==> config.mk <==
export PLATFORM = sky130hd
export DESIGN_NAME = ibuffer_warp_queues_flat
export DESIGN_NICKNAME = d
export VERILOG_FILES = /design/src/rtl/ibuffer_warp_queues_if.sv /design/src/rtl/ibuffer_warp_queues.sv /design/src/flat_wrapper.sv
export SDC_FILE = /design/constraint.sdc
export NUM_CORES = 2
export LEC_CHECK = 0
export ABC_CLOCK_PERIOD_IN_PS = 6300
export CORE_MARGIN = 1
export CORE_UTILIZATION = 40
export DETAILED_ROUTE_END_ITERATION = 8
export PLACE_DENSITY = 0.68
export SLEW_MARGIN = 20
export SYNTH_ARGS = -nofsm -noshare
export SYNTH_HDL_FRONTEND = slang
export SYNTH_SLANG_ARGS = --single-unit
==> constraint.sdc <==
create_clock -name clk -period 6.3 [get_ports clk]
set_input_delay 1.26 -clock clk [delete_from_list [all_inputs] [get_ports clk]]
set_output_delay 1.26 -clock clk [all_outputs]
set_load 0.01 [all_outputs]
==> src/rtl/ibuffer_warp_queues_if.sv <==
`default_nettype none
// ============================================================================
// ibuffer_warp_queues_if : grant / I-cache return / dispatch bundle for the
// per-warp instruction buffer. Err_IBuffer exists only with IBUF_ERR_CHECK_EN.
// Revision 1.0
// ============================================================================
interface ibuffer_warp_queues_if #(
  parameter int IW = 32
);
  logic [7:0]    GRT;
  logic          Valid_ICache_1;
  logic [2:0]    WarpID_ICache_1;
  logic [IW-1:0] Instr_ICache_1;
  logic          Valid_ICache_2;
  logic [2:0]    WarpID_ICache_2;
  logic [IW-1:0] Instr_ICache_2;
  logic          Pop_Valid;
  logic [2:0]    Pop_WarpID;
  logic [7:0]    Flush_Warp;
  logic [2:0]    Rd_WarpID;
  logic [7:0]    REQ_IBuffer_PC;
  logic [7:0]    Stall_IBuffer_PC;
  logic [7:0]    Head_Valid;
  logic [IW-1:0] Rd_Instr;
`ifdef IBUF_ERR_CHECK_EN
  logic          Err_IBuffer;

  modport master (
    output GRT, Valid_ICache_1, WarpID_ICache_1, Instr_ICache_1,
           Valid_ICache_2, WarpID_ICache_2, Instr_ICache_2,
           Pop_Valid, Pop_WarpID, Flush_Warp, Rd_WarpID,
    input  REQ_IBuffer_PC, Stall_IBuffer_PC, Head_Valid, Rd_Instr, Err_IBuffer
  );
  modport slave (
    input  GRT, Valid_ICache_1, WarpID_ICache_1, Instr_ICache_1,
           Valid_ICache_2, WarpID_ICache_2, Instr_ICache_2,
           Pop_Valid, Pop_WarpID, Flush_Warp, Rd_WarpID,
    output REQ_IBuffer_PC, Stall_IBuffer_PC, Head_Valid, Rd_Instr, Err_IBuffer
  );
`else
  modport master (
    output GRT, Valid_ICache_1, WarpID_ICache_1, Instr_ICache_1,
           Valid_ICache_2, WarpID_ICache_2, Instr_ICache_2,
           Pop_Valid, Pop_WarpID, Flush_Warp, Rd_WarpID,
    input  REQ_IBuffer_PC, Stall_IBuffer_PC, Head_Valid, Rd_Instr
  );
  modport slave (
    input  GRT, Valid_ICache_1, WarpID_ICache_1, Instr_ICache_1,
           Valid_ICache_2, WarpID_ICache_2, Instr_ICache_2,
           Pop_Valid, Pop_WarpID, Flush_Warp, Rd_WarpID,
    output REQ_IBuffer_PC, Stall_IBuffer_PC, Head_Valid, Rd_Instr
  );
`endif
endinterface
`default_nettype wire

==> src/rtl/ibuffer_warp_queues.sv <==
`default_nettype none
// ============================================================================
// ibuffer_warp_queues : per-warp instruction FIFOs with fetch-slot reservation
// and stale-return dropping after flush. Optional macro: IBUF_ERR_CHECK_EN.
// Revision 1.0
// ============================================================================
module ibuffer_warp_queues #(
  parameter int NUM_WARPS = 8,
  parameter int DEPTH     = 2,
  parameter int IW        = 32
) (
  input  wire logic           clk,
  input  wire logic           rst_n,
  ibuffer_warp_queues_if.slave bus
);
  localparam int PTR_W = (DEPTH > 1) ? $clog2(DEPTH) : 1;
  localparam int CNT_W = $clog2(DEPTH + 1);
  localparam logic [CNT_W:0]   DEPTH_X = (CNT_W + 1)'(DEPTH);
  localparam logic [CNT_W-1:0] CNT_ONE = CNT_W'(1);
  localparam logic [PTR_W-1:0] PTR_ONE = PTR_W'(1);

  logic [PTR_W-1:0] rd_q   [NUM_WARPS];
  logic [PTR_W-1:0] rd_d   [NUM_WARPS];
  logic [PTR_W-1:0] wr_q   [NUM_WARPS];
  logic [PTR_W-1:0] wr_d   [NUM_WARPS];
  logic [CNT_W-1:0] occ_q  [NUM_WARPS];
  logic [CNT_W-1:0] occ_d  [NUM_WARPS];
  logic [CNT_W-1:0] inf_q  [NUM_WARPS];
  logic [CNT_W-1:0] inf_d  [NUM_WARPS];
  logic [CNT_W-1:0] drop_q [NUM_WARPS];
  logic [CNT_W-1:0] drop_d [NUM_WARPS];
  logic [IW-1:0]    mem_q  [NUM_WARPS][DEPTH];
  logic [IW-1:0]    mem_d  [NUM_WARPS][DEPTH];

  logic [CNT_W:0]   fill   [NUM_WARPS];
  logic [7:0]       req_vec;
  logic [7:0]       stall_vec;
  logic [7:0]       hv_vec;

  logic             ret_v     [2];
  logic [2:0]       ret_id    [2];
  logic [IW-1:0]    ret_instr [2];

`ifdef IBUF_ERR_CHECK_EN
  logic             err_q;
  logic             err_d;
  logic             err_hit;
`endif

  // Status vectors come only from flops so the resolver sees no input-to-output path.
  always_comb begin
    req_vec   = '0;
    stall_vec = '0;
    hv_vec    = '0;
    for (int w = 0; w < NUM_WARPS; w++) begin
      fill[w]      = {1'b0, occ_q[w]} + {1'b0, inf_q[w]};
      req_vec[w]   = fill[w] < DEPTH_X;
      stall_vec[w] = fill[w] == DEPTH_X;
      hv_vec[w]    = occ_q[w] != '0;
    end
  end

  always_comb begin
    ret_v[0]     = bus.Valid_ICache_1;
    ret_id[0]    = bus.WarpID_ICache_1;
    ret_instr[0] = bus.Instr_ICache_1;
    ret_v[1]     = bus.Valid_ICache_2;
    ret_id[1]    = bus.WarpID_ICache_2;
    ret_instr[1] = bus.Instr_ICache_2;
  end

  always_comb begin
    logic [CNT_W-1:0] occ_v;
    logic [CNT_W-1:0] inf_v;
    logic [CNT_W-1:0] drop_v;
    logic [PTR_W-1:0] wr_v;
    occ_v  = '0;
    inf_v  = '0;
    drop_v = '0;
    wr_v   = '0;
    mem_d  = mem_q;
`ifdef IBUF_ERR_CHECK_EN
    err_hit = $countones(bus.GRT) > 2;
`endif
    for (int w = 0; w < NUM_WARPS; w++) begin
      rd_d[w] = rd_q[w];
      occ_v   = occ_q[w];
      inf_v   = inf_q[w];
      drop_v  = drop_q[w];
      wr_v    = wr_q[w];
      // Port 1 is resolved before port 2 so same-warp pairs land in order.
      for (int p = 0; p < 2; p++) begin
        if (ret_v[p] && (ret_id[p] == 3'(w))) begin
          if (drop_v != '0) begin
            drop_v = drop_v - CNT_ONE;
            inf_v  = inf_v - CNT_ONE;
          end else if (inf_v != '0) begin
            inf_v = inf_v - CNT_ONE;
            if (!bus.Flush_Warp[w]) begin
              mem_d[w][wr_v] = ret_instr[p];
              wr_v           = wr_v + PTR_ONE;
              occ_v          = occ_v + CNT_ONE;
            end
          end else begin
`ifdef IBUF_ERR_CHECK_EN
            err_hit = 1'b1;
`endif
          end
        end
      end
      if (bus.GRT[w]) begin
        if (req_vec[w]) begin
          inf_v = inf_v + CNT_ONE;
        end else begin
`ifdef IBUF_ERR_CHECK_EN
          err_hit = 1'b1;
`endif
        end
      end
      // Flush keeps the reservations but marks every one of them stale.
      if (bus.Flush_Warp[w]) begin
        occ_v   = '0;
        rd_d[w] = wr_q[w];
        wr_v    = wr_q[w];
        drop_v  = inf_v;
      end else if (bus.Pop_Valid && (bus.Pop_WarpID == 3'(w)) && (occ_q[w] != '0)) begin
        rd_d[w] = rd_q[w] + PTR_ONE;
        occ_v   = occ_v - CNT_ONE;
      end
`ifdef IBUF_ERR_CHECK_EN
      if (bus.Pop_Valid && (bus.Pop_WarpID == 3'(w)) && (occ_q[w] == '0)) begin
        err_hit = 1'b1;
      end
`endif
      occ_d[w]  = occ_v;
      inf_d[w]  = inf_v;
      drop_d[w] = drop_v;
      wr_d[w]   = wr_v;
    end
  end

`ifdef IBUF_ERR_CHECK_EN
  always_comb begin
    err_d = err_q | err_hit;
  end
`endif

  always_ff @(posedge clk) begin
    if (!rst_n) begin
      for (int w = 0; w < NUM_WARPS; w++) begin
        rd_q[w]   <= '0;
        wr_q[w]   <= '0;
        occ_q[w]  <= '0;
        inf_q[w]  <= '0;
        drop_q[w] <= '0;
      end
`ifdef IBUF_ERR_CHECK_EN
      err_q <= 1'b0;
`endif
    end else begin
      rd_q   <= rd_d;
      wr_q   <= wr_d;
      occ_q  <= occ_d;
      inf_q  <= inf_d;
      drop_q <= drop_d;
`ifdef IBUF_ERR_CHECK_EN
      err_q  <= err_d;
`endif
    end
  end

  // Storage needs no reset: Rd_Instr is gated by Head_Valid.
  always_ff @(posedge clk) begin
    mem_q <= mem_d;
  end

  assign bus.REQ_IBuffer_PC   = req_vec;
  assign bus.Stall_IBuffer_PC = stall_vec;
  assign bus.Head_Valid       = hv_vec;
  assign bus.Rd_Instr         = hv_vec[bus.Rd_WarpID] ?
                                mem_q[bus.Rd_WarpID][rd_q[bus.Rd_WarpID]] : '0;
`ifdef IBUF_ERR_CHECK_EN
  assign bus.Err_IBuffer      = err_q;
`endif

endmodule
`default_nettype wire

==> src/flat_wrapper.sv <==
// flat-port wrapper written by rule: the top's interface ports become plain ports
module ibuffer_warp_queues_flat 
#(
  parameter int NUM_WARPS = 8,
  parameter int DEPTH     = 2,
  parameter int IW        = 32
)
  (clk, rst_n, bus_GRT, bus_Valid_ICache_1, bus_WarpID_ICache_1, bus_Instr_ICache_1, bus_Valid_ICache_2, bus_WarpID_ICache_2, bus_Instr_ICache_2, bus_Pop_Valid, bus_Pop_WarpID, bus_Flush_Warp, bus_Rd_WarpID, bus_REQ_IBuffer_PC, bus_Stall_IBuffer_PC, bus_Head_Valid, bus_Rd_Instr);
  ibuffer_warp_queues_if #(.IW(IW)) bus_i ();
  input  wire logic clk;
  input  wire logic rst_n;
  input wire logic [$bits(bus_i.GRT)-1:0] bus_GRT;
  input wire logic [$bits(bus_i.Valid_ICache_1)-1:0] bus_Valid_ICache_1;
  input wire logic [$bits(bus_i.WarpID_ICache_1)-1:0] bus_WarpID_ICache_1;
  input wire logic [$bits(bus_i.Instr_ICache_1)-1:0] bus_Instr_ICache_1;
  input wire logic [$bits(bus_i.Valid_ICache_2)-1:0] bus_Valid_ICache_2;
  input wire logic [$bits(bus_i.WarpID_ICache_2)-1:0] bus_WarpID_ICache_2;
  input wire logic [$bits(bus_i.Instr_ICache_2)-1:0] bus_Instr_ICache_2;
  input wire logic [$bits(bus_i.Pop_Valid)-1:0] bus_Pop_Valid;
  input wire logic [$bits(bus_i.Pop_WarpID)-1:0] bus_Pop_WarpID;
  input wire logic [$bits(bus_i.Flush_Warp)-1:0] bus_Flush_Warp;
  input wire logic [$bits(bus_i.Rd_WarpID)-1:0] bus_Rd_WarpID;
  output wire logic [$bits(bus_i.REQ_IBuffer_PC)-1:0] bus_REQ_IBuffer_PC;
  output wire logic [$bits(bus_i.Stall_IBuffer_PC)-1:0] bus_Stall_IBuffer_PC;
  output wire logic [$bits(bus_i.Head_Valid)-1:0] bus_Head_Valid;
  output wire logic [$bits(bus_i.Rd_Instr)-1:0] bus_Rd_Instr;
  assign bus_i.GRT = bus_GRT;
  assign bus_i.Valid_ICache_1 = bus_Valid_ICache_1;
  assign bus_i.WarpID_ICache_1 = bus_WarpID_ICache_1;
  assign bus_i.Instr_ICache_1 = bus_Instr_ICache_1;
  assign bus_i.Valid_ICache_2 = bus_Valid_ICache_2;
  assign bus_i.WarpID_ICache_2 = bus_WarpID_ICache_2;
  assign bus_i.Instr_ICache_2 = bus_Instr_ICache_2;
  assign bus_i.Pop_Valid = bus_Pop_Valid;
  assign bus_i.Pop_WarpID = bus_Pop_WarpID;
  assign bus_i.Flush_Warp = bus_Flush_Warp;
  assign bus_i.Rd_WarpID = bus_Rd_WarpID;
  assign bus_REQ_IBuffer_PC = bus_i.REQ_IBuffer_PC;
  assign bus_Stall_IBuffer_PC = bus_i.Stall_IBuffer_PC;
  assign bus_Head_Valid = bus_i.Head_Valid;
  assign bus_Rd_Instr = bus_i.Rd_Instr;
  ibuffer_warp_queues #(.NUM_WARPS(NUM_WARPS), .DEPTH(DEPTH), .IW(IW)) u_core (.clk(clk), .rst_n(rst_n), .bus(bus_i));
endmodule
# Yosys cells after proc, flatten, opt, wreduce, memory -nomap -nowiden
# Cells that the tools add are included.
[totals]
reg_bits = 576
latch_bits = 0
mem_bits_rw = 0
mem_bits_ro = 0
inputBits = 97
out_inout_bits = 56
wordCells = 722
mem_count = 0
[classes]
add_sub_neg = 96
mul = 0
div = 0
magnitude_cmp = 43
n_eq_ne = 29
n_shift = 0
n_mux = 372
n_bitwise = 19
n_reduce_logical = 107
[ops]
columns = ["cell", "count"]
rows = [
  ["$mux W64", 66],
  ["$bwmux W64", 16],
  ["$mux W32", 20],
  ["$demux W32 S1", 16],
  ["$mux W2", 176],
  ["$bmux W64 S3", 1],
  ["$reduce_bool A2 Y1", 48],
  ["$sub A2 B1 Y2 const B", 40],
  ["$mux W1", 75],
  ["$add A2 B1 Y2 const B", 24],
  ["$logic_and A1 B1 Y1", 48],
  ["$eq A3 B2 Y1 const B", 14],
  ["$eq A3 B3 Y1 const B", 12],
  ["$ge A2 B2 Y1 const B", 17],
  ["$not A1 Y2", 17],
  ["$lt A2 B1 Y1 const B", 16],
  ["$add A1 B1 Y1 const B", 24],
  ["$add A2 B2 Y3", 8],
  ["$lt A3 B2 Y1 const B", 8],
  ["$reduce_or A2 Y1", 8],
  ["$eq A3 B1 Y1 const B", 3],
  ["$logic_not A3 Y1", 3],
  ["$bmux W1 S3", 2],
  ["$ge A4 B4 Y1 const B", 1],
  ["3 further kinds", 3],
]

# Longest topological paths before layout
[depth]
word_depth = 15
mapped_depth = 14
ltp_nobuf = 13

# Worst setup path after synthesis
# No wires, ideal clock.
[synth_path]
kind = "input to output"
startpoint = "input port bus_Rd_WarpID[0]"
endpoint = "output port bus_Rd_Instr[30]"
arrival_ns = 3.105
t_required_ns = 5.040
slack_ns = 1.935
cell_stages = 6
n_path_buf = 2
path_cell_list = "buf_2 mux4_2 mux2i_1 clkbuf_1 a211oi_1 a211oi_1"
[synth_via]
elab_chain_len = 9
elab_cells_between_ends = 14
cone_classes = "mux: 12; bitwise: 2"
[synth_rtl]
columns = ["item", "line", "text"]
rows = [
  ["from (decl)", "flat_wrapper.sv:22", "input wire logic [$bits(bus_i.Rd_WarpID)-1:0] bus_Rd_WarpID;"],
  ["$not A3 Y4 (implied by the code)", "ibuffer_warp_queues.sv:181", "mem_q[bus.Rd_WarpID][rd_q[bus.Rd_WarpID]] : '0;"],
  ["$bmux W1 S3", "ibuffer_warp_queues.sv:181", ""],
  ["$mux W1 (implied by the code) (2 in series)", "ibuffer_warp_queues.sv:181", ""],
  ["$not A1 Y2 (implied by the code)", "ibuffer_warp_queues.sv:181", ""],
  ["$mux W32 (implied by the code) (3 in series)", "ibuffer_warp_queues.sv:181", ""],
  ["$mux W32 *", "ibuffer_warp_queues.sv:180", "assign bus.Rd_Instr = hv_vec[bus.Rd_WarpID] ?"],
  ["to (decl)", "flat_wrapper.sv:26", "output wire logic [$bits(bus_i.Rd_Instr)-1:0] bus_Rd_Instr;"],
]
# Mark *: on every way between the ends. The rest lies on a longest branch, timed or not. The select of a mux whose other input is x is not followed.

# Worst setup path after layout
[layout_path]
startpoint = "input port bus_Rd_WarpID[0]"
endpoint = "output port bus_Rd_Instr[2]"
# The elaborated chain is that of the path after synthesis.

==> flow_summary_export.csv <==
group,metric,value,unit
routing,wl_met3,6450,µm
sta,setup_tns,0,ps
place,dp_hpwl,56300,µm
synthesis,synth_top_cell_by_area,"dfxtp_1",
die,core,78900,µm²
cts,ctsHoldBuffers,0,
routing,wire_per_inst,20.8,µm
routing,drt-initial-drc-count,1982,
synthesis,yosysUniqueCellTypes,73,
die,fp.dieArea,80600,µm²
routing,first_pass_iters,6,
synthesis,synth_cells,3482,
cts,post_cts_buffers,0,
power,p_leak,14.7,nW
cts,cts.path.max_buffers,3,
final_layout,layout.nets,3569,
final_layout,syn_to_final_growth,13.3,%
place,port_buffers,152,
die,die_w,284,µm
sta,min_period_over_period,88.3,%
place,post_dp_cell_area,33800,µm²
global_routing,grt_pass1_wl,143000,µm
setup_path,path_max_fanout,32,
setup_path,worstRegToRegCells,13,
setup_path,end_kind,"primary output",
synthesis,yosysTopAreaCellShare,36.3,%
setup_path,cp_cell_sequence,"buf_8 -> mux4_2 -> mux2_2 -> a211oi_1 -> clkdlybuf4s50_1",
worst_hold_path,worst_hold_startpoint,"u_core.mem_q[144]",
synthesis,avgSynthCellArea,9.13,µm²
setup_path,critical_path_class,"input port to primary output",
cts,clk_latency,630,ps
power,powerDensity,316,nW/µm²
sta,timing.final.setup_violations,0,
setup_path,critPathRequiredTime,5040,ps
setup_path,crit_end,"bus_Rd_Instr[2]",
sta,period_minus_slack,5570,ps
setup_path,r2r_setup_slack,2610,ps
cts,cts.sinks,576,
setup_path,cp.arrival,4310,ps
sta,fmax,180,MHz
place,place_congestion,0.851,
setup_path,critPathSlowestCell,"a211oi_1",
synthesis,synth.yosys.seq_area_share,36.3,%
synthesis,synth_area,31800,µm²
synthesis,ys_ff_latch,576,
sta,slew_viol_final,0,
routing,vias_per_cell,5.64,
synthesis,synthFlopType,"dfxtp_1",
sta,slew_headroom,24.9,%
synthesis,syn-num-nets,3651,
die,die_h,284,µm
routing,drc,0,
final_layout,final_area,36000,µm²
routing,wirelength,93600,µm
setup_path,r2r-end,"u_core.mem_q[124]",
cts,cts_tree,"yes",
setup_path,startpoint,"bus_Rd_WarpID[0]",
sta,hold_viol,0,
final_layout,layout-drive-gt1-share,10.2,%
global_routing,overflow,0,
synthesis,yosysWarningCount,0,
worst_hold_path,hold_class,"flip-flop to flip-flop",
setup_path,cp-start-kind,"input port",
cts,htreeDepth,3,
run,cap_viol_max_count,0,
setup_path,slowest_delay,820,ps
synthesis,synthArstFlopShare,0,%
global_routing,antenna_found_initial,8,
cts,cts_resized,0,
routing,via_count,25379,
sta,tightest_slew,1130,ps
synthesis,synth_edf_count,0,
routing,top_layer_used,"met5",
global_routing,grt_usage,22.6,%
global_routing,grt_pass1_vias,24074,
synthesis,synth.area.top_cells,"dfxtp_1 36%, mux2i_1 17%, mux4_2 9.3%",
die,rows,103,
global_routing,grt_max_degree,83,
routing,drtAntennaViolNets,0,
outcome,outcome,"completed",
cts,cts_root_buffer,"clkbuf_16",
sta,rsz0062_at_grt,"no",
sta,skew,25.3,ps
routing,wl_met2,44900,µm
die,ios,153,
setup_path,r2r-start,"u_core.inf_q[2]",
die,start_util,40.3,%
cts,cts-buffers-inserted,67,
routing,wl_met1,39700,µm
power,ir_worst_vdd,237,µV
cts,clkTransAtPathRegs,60,ps
==> critical path: cells and delay by family <==
family / cells / cell delay (ps)
muxes: 2 / 1220
AOI/OAI and AO/OA: 1 / 820
buffers and inverters: 2 / 950
==> cell type report <==
type	count	area [µm²]
fill	7488	42800
multi-input combinational	2493	18800
sequential	576	11500
timing repair buffer	200	1950
clock buffer	97	1950
tap	1050	1310
clock inverter	20	299
inverter	62	233
antenna	1	2.50
==> synthesized netlist by cell type (all sizes together), types with 10 or more instances <==
master,number
dfxtp,576
mux2i,551
nor2,412
a21oi,378
clkbuf,239
nand2,234
o21ai,227
mux4,132
buf,112
a211oi,83
ha,64
inv,61
xnor2,57
nor2b,39
or3,33
nor3,30
nand3,29
nor3b,19
nand2b,18
and3,15
or4,15
a31oi,14
and2,12
nor4,10
==> power by group <==
group / total [mW] / leakage, nW / switching (mW) / internal (mW)
combinational: 2.33 / 8.84 / 1.04 / 1.29
sequential: 5.10 / 4.74 / 0.510 / 4.59
clock: 3.96 / 1.10 / 1.63 / 2.34
==> logic make-up after synthesis <==
logic type,Yosys count,share of synthesized area (%)
AND/OR/NAND/NOR,914,13.5
AO/OA/AOI/OAI,750,13.1
multiplexers,686,26.8
flip-flops,576,36.3
buffers and inverters,413,5.31
adder cells (fa/ha/maj),77,3.18
XOR/XNOR,66,1.82
==> sequential cells by signal (all words and copies together), names as in the netlist <==
register       count
u_core.occ_q      16
u_core.drop_q     16
u_core.inf_q      16
u_core.wr_q        8
u_core.rd_q        8
u_core.mem_q     512
==> how the worst min path moves through the flow <==
| stage | end | slack, ps | cells after the start |
|---|---|---|---|
| CTS | u_core.mem_q[120] | 540 | 2 |
| global route | u_core.mem_q[148] | 560 | 2 |
| finish | u_core.mem_q[144] | 540 | 2 |
| floorplan | u_core.mem_q[342] | 500 | 2 |
| detailed placement | u_core.mem_q[384] | 530 | 2 |
| global placement | u_core.mem_q[1] | 510 | 2 |
==> through the flow <==
stage                     worst slack, ps  total power [mW]  instances  util, %  hold WS (ps)
after floorplan                      1930              6.88       3482        -           498
after global placement                885              7.37       4381     42.8           510
after detailed placement              872              7.47       4381     42.8           527
after CTS                             852              11.4       4498     45.7           538
after global routing                  610              12.0       4499     45.7           558
final                                 734              11.4       4499     45.7           538
==> metal layers <==
metal | vias up | GRT usage (%)
met4 | 12 | 7.49
met2 | 863 | 37.7
met5 | - | 0
met1 | 12141 | 29.5
met3 | 160 | 3.84
li1 | 12203 | -
==> cells in the final DEF, fill, tap and decap left out, drive strengths merged, types with 5 or more instances in the layout <==
cell	Yosys	routed
nor3b	19	19
nand4bb	6	6
a21oi	378	378
nor2	412	412
o21ai	227	227
nor4	10	10
or3	33	33
clkdlybuf4s50	0	149
nand4	9	9
nand2	234	234
or4	15	15
xnor2	57	57
nand3	29	29
nand4b	6	6
ha	64	64
a211o	7	7
nor2b	39	39
mux2i	551	551
clkbuf	239	97
a31oi	14	14
nor3	30	30
clkinv	1	14
a211oi	83	83
mux4	132	132
or2	9	9
a2111oi	6	6
a31o	8	8
buf	112	51
and3	15	15
fa	8	8
nand2b	18	18
maj3	5	5
inv	61	63
xor2	9	9
and4b	5	5
and2	12	12
dfxtp	576	576
Note: power is estimated with default switching activity, not from simulation.
